`config.mk`:
```
export PLATFORM = sky130hd
export DESIGN_NAME = mc_control_fsm
export DESIGN_NICKNAME = d
export VERILOG_FILES = /design/src/rtl/mc_control_fsm.sv
export SDC_FILE = /design/constraint.sdc
export NUM_CORES = 1
export LEC_CHECK = 0
export ABC_AREA = 1
export ABC_CLOCK_PERIOD_IN_PS = 3850
export CAP_MARGIN = 20
export CELL_PAD_IN_SITES_DETAIL_PLACEMENT = 2
export CELL_PAD_IN_SITES_GLOBAL_PLACEMENT = 2
export CORE_ASPECT_RATIO = 0.8
export CORE_MARGIN = 2
export CORE_UTILIZATION = 23
export DETAILED_ROUTE_END_ITERATION = 16
export GPL_TIMING_DRIVEN = 1
export HOLD_SLACK_MARGIN = 0.15
export PLACE_DENSITY = 0.89
export REMOVE_ABC_BUFFERS = 1
export SLEW_MARGIN = 20
export SYNTH_ARGS = -nofsm -noshare
export SYNTH_HDL_FRONTEND = slang
export SYNTH_SLANG_ARGS = --single-unit
```
`constraint.sdc`:
```
create_clock -name clk -period 3.85 [get_ports clk]
set_clock_uncertainty 0.05 [all_clocks]
set_input_delay 0.77 -clock clk [delete_from_list [all_inputs] [get_ports clk]]
set_output_delay 0.77 -clock clk [all_outputs]
set_load 0.05 [all_outputs]
```
`src/rtl/mc_control_fsm.sv`:
```
// rtl/mc_control_fsm.sv - multi-cycle main control FSM for the 16-bit MIPS-style core
module mc_control_fsm #(
    parameter int OPW         = 4,
    parameter int MEM_TIMEOUT = 15
) (
    input  logic           clk,
    input  logic           reset_n,
    input  logic [OPW-1:0] opcode,
    input  logic           mem_ready,
    input  logic           run,
    output logic           sig_pc_write,
    output logic           sig_pc_write_cond,
    output logic           sig_IorD,
    output logic           sig_mem_read,
    output logic           sig_mem_write,
    output logic           sig_ir_write,
    output logic           sig_mem_to_reg,
    output logic           sig_reg_write,
    output logic           sig_reg_dst,
    output logic           sig_ALUsrcA,
    output logic [1:0]     sig_ALUsrcB,
    output logic [1:0]     sig_ALUop,
    output logic [1:0]     sig_pc_source,
    output logic [3:0]     sig_state,
    output logic           sig_illegal_op,
    output logic           sig_mem_err
);

    localparam int CW = $clog2(MEM_TIMEOUT + 1);

    localparam logic [OPW-1:0] OP_R    = OPW'(0);
    localparam logic [OPW-1:0] OP_LW   = OPW'(1);
    localparam logic [OPW-1:0] OP_SW   = OPW'(2);
    localparam logic [OPW-1:0] OP_BEQ  = OPW'(3);
    localparam logic [OPW-1:0] OP_ADDI = OPW'(4);
    localparam logic [OPW-1:0] OP_ANDI = OPW'(5);
    localparam logic [OPW-1:0] OP_J    = OPW'(6);
    localparam logic [OPW-1:0] OP_HALT = OPW'(15);

    typedef enum logic [3:0] {
        FETCH  = 4'd0,
        DECODE = 4'd1,
        MEMADR = 4'd2,
        MEMRD  = 4'd3,
        WB_MEM = 4'd4,
        MEMWR  = 4'd5,
        EXEC_R = 4'd6,
        WB_R   = 4'd7,
        EXEC_I = 4'd8,
        WB_I   = 4'd9,
        BRANCH = 4'd10,
        JUMP   = 4'd11,
        HALT   = 4'd12
    } state_t;

    state_t        state;
    logic [CW-1:0] wait_cnt;

    // wait_cnt only survives while stalled in a memory state; every exit clears it
    always_ff @(posedge clk or negedge reset_n) begin
        if (!reset_n) begin
            state          <= FETCH;
            wait_cnt       <= '0;
            sig_illegal_op <= 1'b0;
            sig_mem_err    <= 1'b0;
        end else begin
            wait_cnt <= '0;
            case (state)
                FETCH, MEMRD, MEMWR: begin
                    if (mem_ready) begin
                        case (state)
                            FETCH:   state <= DECODE;
                            MEMRD:   state <= WB_MEM;
                            default: state <= FETCH;
                        endcase
                    end else if (wait_cnt == CW'(MEM_TIMEOUT - 1)) begin
                        sig_mem_err <= 1'b1;
                        state       <= HALT;
                    end else begin
                        wait_cnt <= wait_cnt + 1'b1;
                    end
                end
                DECODE: begin
                    case (opcode)
                        OP_LW, OP_SW, OP_ADDI: state <= MEMADR;
                        OP_R:                  state <= EXEC_R;
                        OP_ANDI:               state <= EXEC_I;
                        OP_BEQ:                state <= BRANCH;
                        OP_J:                  state <= JUMP;
                        OP_HALT:               state <= HALT;
                        default: begin
                            sig_illegal_op <= 1'b1;
                            state          <= FETCH;
                        end
                    endcase
                end
                MEMADR: begin
                    case (opcode)
                        OP_LW:   state <= MEMRD;
                        OP_SW:   state <= MEMWR;
                        OP_ADDI: state <= WB_I;
                        default: state <= FETCH;
                    endcase
                end
                EXEC_R:  state <= WB_R;
                EXEC_I:  state <= WB_I;
                HALT:    state <= run ? FETCH : HALT;
                default: state <= FETCH;
            endcase
        end
    end

    assign sig_state = state;

    // Gating on reset_n makes every enable fall the instant reset asserts
    always_comb begin
        sig_pc_write      = 1'b0;
        sig_pc_write_cond = 1'b0;
        sig_IorD          = 1'b0;
        sig_mem_read      = 1'b0;
        sig_mem_write     = 1'b0;
        sig_ir_write      = 1'b0;
        sig_mem_to_reg    = 1'b0;
        sig_reg_write     = 1'b0;
        sig_reg_dst       = 1'b0;
        sig_ALUsrcA       = 1'b0;
        sig_ALUsrcB       = 2'b00;
        sig_ALUop         = 2'b00;
        sig_pc_source     = 2'b00;
        if (reset_n) begin
            case (state)
                FETCH: begin
                    sig_mem_read = 1'b1;
                    sig_ir_write = mem_ready;
                    sig_pc_write = mem_ready;
                    sig_ALUsrcB  = 2'b01;
                    sig_ALUop    = 2'b11;
                end
                DECODE: begin
                    sig_ALUsrcB = 2'b10;
                    sig_ALUop   = 2'b11;
                end
                MEMADR: begin
                    sig_ALUsrcA = 1'b1;
                    sig_ALUsrcB = 2'b10;
                    sig_ALUop   = 2'b11;
                end
                MEMRD: begin
                    sig_mem_read = 1'b1;
                    sig_IorD     = 1'b1;
                end
                WB_MEM: begin
                    sig_reg_write  = 1'b1;
                    sig_mem_to_reg = 1'b1;
                end
                MEMWR: begin
                    sig_mem_write = 1'b1;
                    sig_IorD      = 1'b1;
                end
                EXEC_R: begin
                    sig_ALUsrcA = 1'b1;
                end
                WB_R: begin
                    sig_reg_write = 1'b1;
                    sig_reg_dst   = 1'b1;
                end
                EXEC_I: begin
                    sig_ALUsrcA = 1'b1;
                    sig_ALUsrcB = 2'b11;
                    sig_ALUop   = 2'b01;
                end
                WB_I: begin
                    sig_reg_write = 1'b1;
                end
                BRANCH: begin
                    sig_ALUsrcA       = 1'b1;
                    sig_ALUop         = 2'b10;
                    sig_pc_write_cond = 1'b1;
                    sig_pc_source     = 2'b01;
                end
                JUMP: begin
                    sig_pc_write  = 1'b1;
                    sig_pc_source = 2'b10;
                end
                default: ;
            endcase
        end
    end

endmodule

```
# Word-level counts from Yosys, hierarchy flattened
# Index checks and enable logic that the tools add are counted.
# totals
mem_bits_ro	0
latch_bits	0
inputBits	8
regBits	10
n_memories	0
ramBits	0
output_inout_bits	22
# classes
bitwise	2
div_mod_pow	0
mul	0
eq_ne	21
order_cmp	0
n_shift	0
reduce_logical	13
add_sub_neg	1
muxes	36
# op_table
operator	n
4-bit case mux with 6 select lines	2
4-bit by 3-bit == test with 1-bit output, second input constant	7
4-bit == test, second input constant	7
4-bit 2-to-1 mux	6
1-bit 2-to-1 mux	19
4-bit by 2-bit == test with 1-bit output, second input constant	4
2-bit case mux with 3 select lines	2
4-bit case mux with 3 select lines	1
3-bit OR reduction	4
4-bit by 1-bit == test with 1-bit output, second input constant	2
4-bit zero test	2
8-bit OR reduction	1
2-bit 2-to-1 mux	3
3-bit case mux with 2 select lines	1
2-bit OR reduction	3
4-bit by 1-bit adder with 4-bit output, second input constant	1
2-bit case mux with 2 select lines	1
4-bit OR reduction	1
3-bit inequality test, second input constant	1
3-bit AND reduction	1
1-bit NOT	2
1-bit case mux with 2 select lines	1
2-bit AND reduction	1

# Longest topological paths before layout
# Gate-level depths: netlist of the first run.
# depth
ltp_word	4
ltp_mapped	9
ltp_nobuf	9

# Least setup slack after synthesis of the first run
# Ideal clock, no wire load.
# synth_timing
kind	register to output
from	register state[1], in the netlist sig_state[1]
to	output port sig_ALUop[0]
t_arrival_ns	2.116
stages_incl_launch_ff	4
required_ns	3.030
n_path_buf	0
setup_slack_ns	0.914
cell_sequence	dfrtp_1 -> nor2_1 -> nand2_1 -> o21ai_0
# synth_between
elab_chain_len	4
word_cells_on_any_way	8
cone_classes	eq/ne: 4; mux: 2; reduce/logical: 2
# synth_rtl
item	line_no	source
from (decl)	56	state_t state;
from (signal assigned)	107	HALT: state <= run ? FETCH : HALT;
4-bit by 2-bit == test with 1-bit output (tied with other cells)	131	case (state)
3-bit OR reduction (no source line)	-	
2-bit case mux with 3 select lines *	131	
2-bit 2-to-1 mux *	130	if (reset_n) begin
to (decl)	22	output logic [1:0] sig_ALUop,
# Mark *: on every way between the ends. The rest lies on a longest branch, timed or not.

# Final worst setup path of the first run
# layout_timing
from	register state[3], in the netlist sig_state[3]
to	output port sig_ALUsrcB[1]
# layout_between
elab_chain_len	4
word_cells_on_any_way	7
cone_classes	eq/ne: 3; mux: 2; reduce/logical: 2
# layout_rtl
item	line_no	source
4-bit by 2-bit == test with 1-bit output or 4-bit by 1-bit == test with 1-bit output (tied branches)	131	
2-bit OR reduction (no source line)	-	
2-bit case mux with 3 select lines *	131	
2-bit 2-to-1 mux *	130	
to (decl)	21	output logic [1:0] sig_ALUsrcB,
# Marks and branches as above.

==> results of run 1 <==
-- flip-flops by register name, indices dropped and copies added (netlist names) --
register,cells
wait_cnt,4
sig_illegal_op,1
sig_state,4
sig_mem_err,1
-- stage by stage --
stage,hold WS [ps],utilization [%],std cells
final,423.1,34.17,202
after global routing,439.9,34.17,202
after CTS,432.9,34.17,202
after detailed placement,417.7,32.97,199
after global placement,421.7,32.97,199
after floorplan,401.1,-,127
-- cell usage after synthesis, types with 2 or more instances --
cell type	n	area [µm²]
dfrtp_1	10	250.2
a31o_2	2	17.52
inv_1	15	56.30
o21ai_0	3	15.01
inv_2	2	7.510
nor2_2	2	12.51
nand3_1	12	60.06
ha_1	2	25.02
nand2_1	35	131.4
a21oi_1	7	35.03
nor2_1	26	97.59
-- cell type report --
type / instances / area, µm² / share of cell area [%]
clock buffers: 3 / 41.29 / 3.529
well taps: 42 / 52.55 / 4.492
repair buffers: 30 / 275.3 / 23.53
inverters: 17 / 63.81 / 5.455
multi-input cells: 100 / 486.7 / 41.60
flip-flops and latches: 10 / 250.2 / 21.39
-- layer usage --
metal | up-vias | global-route usage [%]
met5 | - | 0
met4 | 0 | 4.043
met3 | 4 | 2.650
met2 | 25 | 27.90
met1 | 457 | 19.85
li1 | 477 | -
-- final timing paths --
path	startpoint	endpoint	slack (ps)	cells past startpoint
hold reg to reg	sig_illegal_op$_DFFE_PN0P_	sig_illegal_op$_DFFE_PN0P_	420	1
setup reg to reg	sig_state[1]$_DFFE_PN0P_	sig_state[0]$_DFFE_PN0P_	2300	7
min in group asynchronous	reset_n	sig_state[0]$_DFFE_PN0P_	880	2
max in group asynchronous	reset_n	sig_illegal_op$_DFFE_PN0P_	2720	2
setup / recovery	sig_state[3]$_DFFE_PN0P_	sig_ALUsrcB[1]	780	7
hold / removal	sig_illegal_op$_DFFE_PN0P_	sig_illegal_op$_DFFE_PN0P_	420	1
-- cell families after synthesis --
group | Yosys count | share of synthesized area (%)
fa+ha+maj | 2 | 3.062
buf+inv | 20 | 9.800
compound gates | 16 | 11.79
simple gates | 80 | 42.57
flops | 10 | 30.63
xor+xnor | 2 | 2.144
-- power breakdown --
| part | switching, mW | internal, mW | leakage [nW] | total (mW) |
|---|---|---|---|---|
| combinational | 0.430 | 0.180 | 0.458 | 0.609 |
| sequential | 0.0410 | 0.132 | 0.130 | 0.173 |
| clock | 0.0368 | 0.0681 | 0.0216 | 0.105 |
==> flow_metrics.py, run 1 <==
metrics = {
    "outcome": {
        "status": "completed",
    },
    "floorplan": {
        "initial_core_util_pct": 23.87,
        "rows": 19,
        "core_um2": 3423,
        "die_w_um": 70.64,
        "io_pins": 30,
        "die-area_um2": 4048,
        "die_y_um": 57.31,
    },
    "logic_synthesis": {
        "synth_warnings": 0,
        "ys.flop_type": "dfrtp_1",
        "syn-cell-area_um2": 817.0,
        "synth-edff-count": 0,
        "ys_async_sr_fraction_pct": 100.0,
        "syn_inst": 130,
        "synth_area_per_cell_um2": 6.285,
        "synthDistinctLibCells": 25,
        "synth_seq_cells": 10,
        "synth-seq-area-share_pct": 30.63,
    },
    "route": {
        "dr.pass1.iters": 3,
        "ant_nets": 0,
        "initialDrtViolationCount": 22,
        "num_vias": 963,
        "wl_met3_um": 104,
        "viasPerCell": 4.767,
        "wl_per_cell_um": 14.48,
        "routed_wl_mm": 2.925,
        "top_layer_used": "met4",
        "met2_wirelength_mm": 1.415,
        "drcViolationCount": 0,
        "m1WireLength_mm": 1.381,
    },
    "sta": {
        "fin_tns_setup_ps": 0,
        "slew_violations": 0,
        "fin_crit_ps": 3074,
        "worst_slack_ps": 776.0,
        "hold_viol_final": 0,
        "rsz0062_at_grt": "false",
        "maxSlewHeadroom_pct": 66.73,
        "min_period_over_period_pct": 79.84,
        "setup_viol": 0,
        "worstMarginPinSlew_ps": 497.4,
        "max_clock_freq_mhz": 325.3,
    },
    "global_route": {
        "first_global_vias": 1034,
        "gr-total-overflow": 0,
        "antenna_found_initial": 0,
        "grt_pass1_wl_mm": 4.954,
        "grt_usage_pct": 15.65,
        "grt_max_degree": 13,
    },
    "placed_design": {
        "dp_hpwl_mm": 2.506,
        "placed_cell_area_um2": 1129,
        "place_ws_ps": 789.3,
        "gp_congestion": 0.8447,
        "portBuffers": 29,
    },
    "worst_setup_path": {
        "slowest_delay_ps": 790,
        "cp-start-kind": "flip-flop",
        "cp_slowest_cell": "clkdlybuf4s50_1",
        "end_kind": "output port",
        "crit_family": "buffers and inverters",
        "worstPathCellList": "inv_1 -> nor2_1 -> nand2_1 -> nand3_1 -> nand2_1 -> inv_1 -> clkdlybuf4s50_1",
        "cp_max_fo": 7,
        "path_class": "reg2out",
        "crit_required_ps": 3030,
        "crit_buf_inv": 3,
        "cp.arrival_ps": 2250,
    },
    "layout": {
        "drive_above_1_share_pct": 16.25,
        "area_growth_pct": 43.18,
        "n_antenna_cell": 0,
        "nFillCells": 424,
        "stdcell_area_um2": 1170,
        "layout_commonest_cell": "nand2_1",
        "nets": 172,
        "most-common-layout-cells": "35 x nand2_1, 26 x nor2_1, 15 x inv_1, 15 x clkdlybuf4s50_1, 14 x buf_4",
    },
    "pwr": {
        "p_leak_nw": 0.6092,
        "ir_worst_vdd_uv": 244.7,
        "fin_total_pwr_mw": 0.8872,
        "power_per_cell_area_nw_per_um2": 758.3,
    },
    "clocking": {
        "cts_root_buf": "clkbuf_8",
        "numCtsBuffers": 3,
        "postCtsSetupRepairBufs": 0,
        "cts_hold_buf": 0,
        "h-tree-depth": 1,
        "cts_tree": "done",
        "ctsResizeCount": 0,
        "clock_sinks": 10,
        "clk_pin_slew_ps": 40,
        "clock_latency_ps": 230,
        "cts_buffer_depth": 2,
    },
    "run": {
        "maxCapViolations": 0,
    },
    "hold_path": {
        "hold_class": "reg2reg",
    },
}
Power figures use the tool's default switching activity.
==> inputs of run 2 (changes only) <==
--- a/config.mk
+++ b/config.mk
@@ -6,17 +6,17 @@
 export NUM_CORES = 1
 export LEC_CHECK = 0
 export ABC_AREA = 1
-export ABC_CLOCK_PERIOD_IN_PS = 3850
+export ABC_CLOCK_PERIOD_IN_PS = 2800
 export CAP_MARGIN = 20
 export CELL_PAD_IN_SITES_DETAIL_PLACEMENT = 2
 export CELL_PAD_IN_SITES_GLOBAL_PLACEMENT = 2
 export CORE_ASPECT_RATIO = 0.8
 export CORE_MARGIN = 2
-export CORE_UTILIZATION = 23
+export CORE_UTILIZATION = 20
 export DETAILED_ROUTE_END_ITERATION = 16
 export GPL_TIMING_DRIVEN = 1
 export HOLD_SLACK_MARGIN = 0.15
-export PLACE_DENSITY = 0.89
+export PLACE_DENSITY = 0.82
 export REMOVE_ABC_BUFFERS = 1
 export SLEW_MARGIN = 20
 export SYNTH_ARGS = -nofsm -noshare
==> constraint.sdc (replaced) <==
create_clock -name clk -period 2.8 [get_ports clk]
set_clock_uncertainty 0.05 [all_clocks]
set_input_delay 0.56 -clock clk [delete_from_list [all_inputs] [get_ports clk]]
set_output_delay 0.56 -clock clk [all_outputs]
set_load 0.05 [all_outputs]
==> run 2 against run 1 <==
Compared with the run above:
- register-to-register slack worse by 1100 ps
- final area up 17%
- flip-flop and latch count unchanged
- utilization up 1.3 points
- first-iteration DRC count up 50%
- non-clock buffer count unchanged
- setup slack worse by 450 ps
- sequential share of layout area down 3.1 points
- global-route usage down 1.7 points
- clock power up 38%
- wire length down 1.5%
- combinational power up 63%
- critical path type is now in2out
- highest routed layer unchanged
==> flow_metrics.py, run 2 (synthesis results as in run 1) <==
metrics = {
    "outcome": {
        "status": "completed",
    },
    "worst_setup_path": {
        "worstRegToRegCells": 7,
        "cp-startpoint": "reset_n",
        "crit_required_ps": 2190,
        "cp-start-kind": "input pin",
        "r2r-end": "sig_state[0]$_DFFE_PN0P_",
        "rrSetupSlack_ps": 1240,
        "r2r_start": "sig_state[1]$_DFFE_PN0P_",
        "end_kind": "output port",
        "path_class": "in2out",
        "cp.arrival_ps": 1860,
        "cp_max_fo": 11,
    },
    "layout": {
        "multi_input_area_um2": 486.7,
        "layout_commonest_cell": "nand2_1",
        "regArea_um2": 250.2,
        "stdcell_area_um2": 1369,
        "most-common-layout-cells": "35 x nand2_1, 26 x nor2_1, 16 x buf_12, 15 x inv_1, 13 x clkdlybuf4s50_1",
        "n_antenna_cell": 0,
        "stdcell_count": 215,
        "nFillCells": 480,
        "area_growth_pct": 67.53,
        "final_core_util_pct": 35.52,
        "drive_above_1_share_pct": 17.50,
        "nets": 172,
    },
    "clocking": {
        "h-tree-depth": 1,
        "clock_sinks": 10,
        "cts_root_buf": "clkbuf_8",
        "cts_hold_buf": 0,
        "cts_tree": "done",
        "clk_pin_slew_ps": 40,
        "postCtsSetupRepairBufs": 0,
        "numCtsBuffers": 3,
        "cts_buffer_depth": 2,
        "clock_latency_ps": 230,
        "ctsResizeCount": 0,
    },
    "sta": {
        "rsz0062_at_grt": "false",
        "hold_ws_ps": 427.5,
        "max_clock_freq_mhz": 404.4,
        "fin_crit_ps": 2473,
        "setup_viol": 0,
        "maxSlewHeadroom_pct": 66.88,
        "slew_violations": 0,
        "worstMarginPinSlew_ps": 495.3,
        "min_period_over_period_pct": 88.32,
        "hold_viol_final": 0,
        "worst_slack_ps": 327.1,
    },
    "hold_path": {
        "min_from": "sig_mem_err$_DFFE_PN0P_",
        "hold_class": "reg2reg",
        "holdPathEnd": "sig_mem_err$_DFFE_PN0P_",
        "hold_depth": 1,
    },
    "global_route": {
        "antenna_found_initial": 0,
        "first_global_vias": 1003,
        "grt_max_degree": 12,
        "gr-total-overflow": 0,
        "grt_pass1_wl_mm": 4.871,
        "grt_usage_pct": 13.96,
    },
    "pwr": {
        "power_per_cell_area_nw_per_um2": 1006,
        "p_leak_nw": 0.6586,
        "ir_worst_vdd_uv": 320.7,
    },
    "floorplan": {
        "die_w_um": 75.46,
        "die-area_um2": 4616,
        "io_pins": 30,
        "initial_core_util_pct": 21.20,
        "rows": 20,
        "die_y_um": 61.17,
        "core_um2": 3854,
    },
    "placed_design": {
        "gp_congestion": 0.7737,
        "placed_cell_area_um2": 1328,
        "place_ws_ps": 313.9,
        "placed_cells": 212,
        "dp_hpwl_mm": 2.497,
        "portBuffers": 29,
    },
    "route": {
        "wl_per_cell_um": 13.40,
        "routed_wl_mm": 2.881,
        "initialDrtViolationCount": 33,
        "drcViolationCount": 0,
        "ant_nets": 0,
        "dr.pass1.iters": 4,
        "viasPerCell": 4.456,
        "num_vias": 958,
    },
    "run": {
        "maxCapViolations": 0,
    },
}
==> run 2: worst max path at each step <==
stage                         to  cells past startpoint
2_1_floorplan   sig_pc_source[0]                      4
3_3_place_gp    sig_pc_source[0]                      4
3_5_place_dp   sig_pc_write_cond                      4
4_1_cts        sig_pc_write_cond                      4
5_1_grt        sig_pc_write_cond                      4
6_report       sig_pc_write_cond                      4
==> run 2: final cells by class <==
| cell class | instances | area share [%] |
|---|---|---|
| clock buffers | 3 | 3.016 |
| inverters | 17 | 4.662 |
| multi-input cells | 100 | 35.56 |
| flip-flops and latches | 10 | 18.28 |
| well taps | 55 | 5.027 |
| repair buffers | 30 | 33.46 |
==> run 2: routing by layer <==
layer  share of wire, %  GRT usage [%]
met4                1.5          4.511
met5                  0              0
met3                4.6          2.455
met2                 48          23.60
met1                 46          18.23
==> run 2: critical path: stages <==
cell and delay (ps):
clkdlybuf4s50_1 560, inv_1 190, nor2_1 360, buf_12 190
==> run 2: report_power, final <==
group          total [mW]  switching (mW)  leakage (nW)  internal [mW]
Clock               0.145          0.0516        0.0216         0.0937
Combinational       0.995           0.627         0.507          0.368
Sequential          0.237          0.0557         0.130          0.181
==> run 2: metrics by stage <==
step                      power (mW)  TNS (ps)
after floorplan               0.7999    -258.3
after global placement         1.216         0
after detailed placement       1.246         0
after CTS                      1.397         0
after global routing           1.479         0
final                          1.377         0
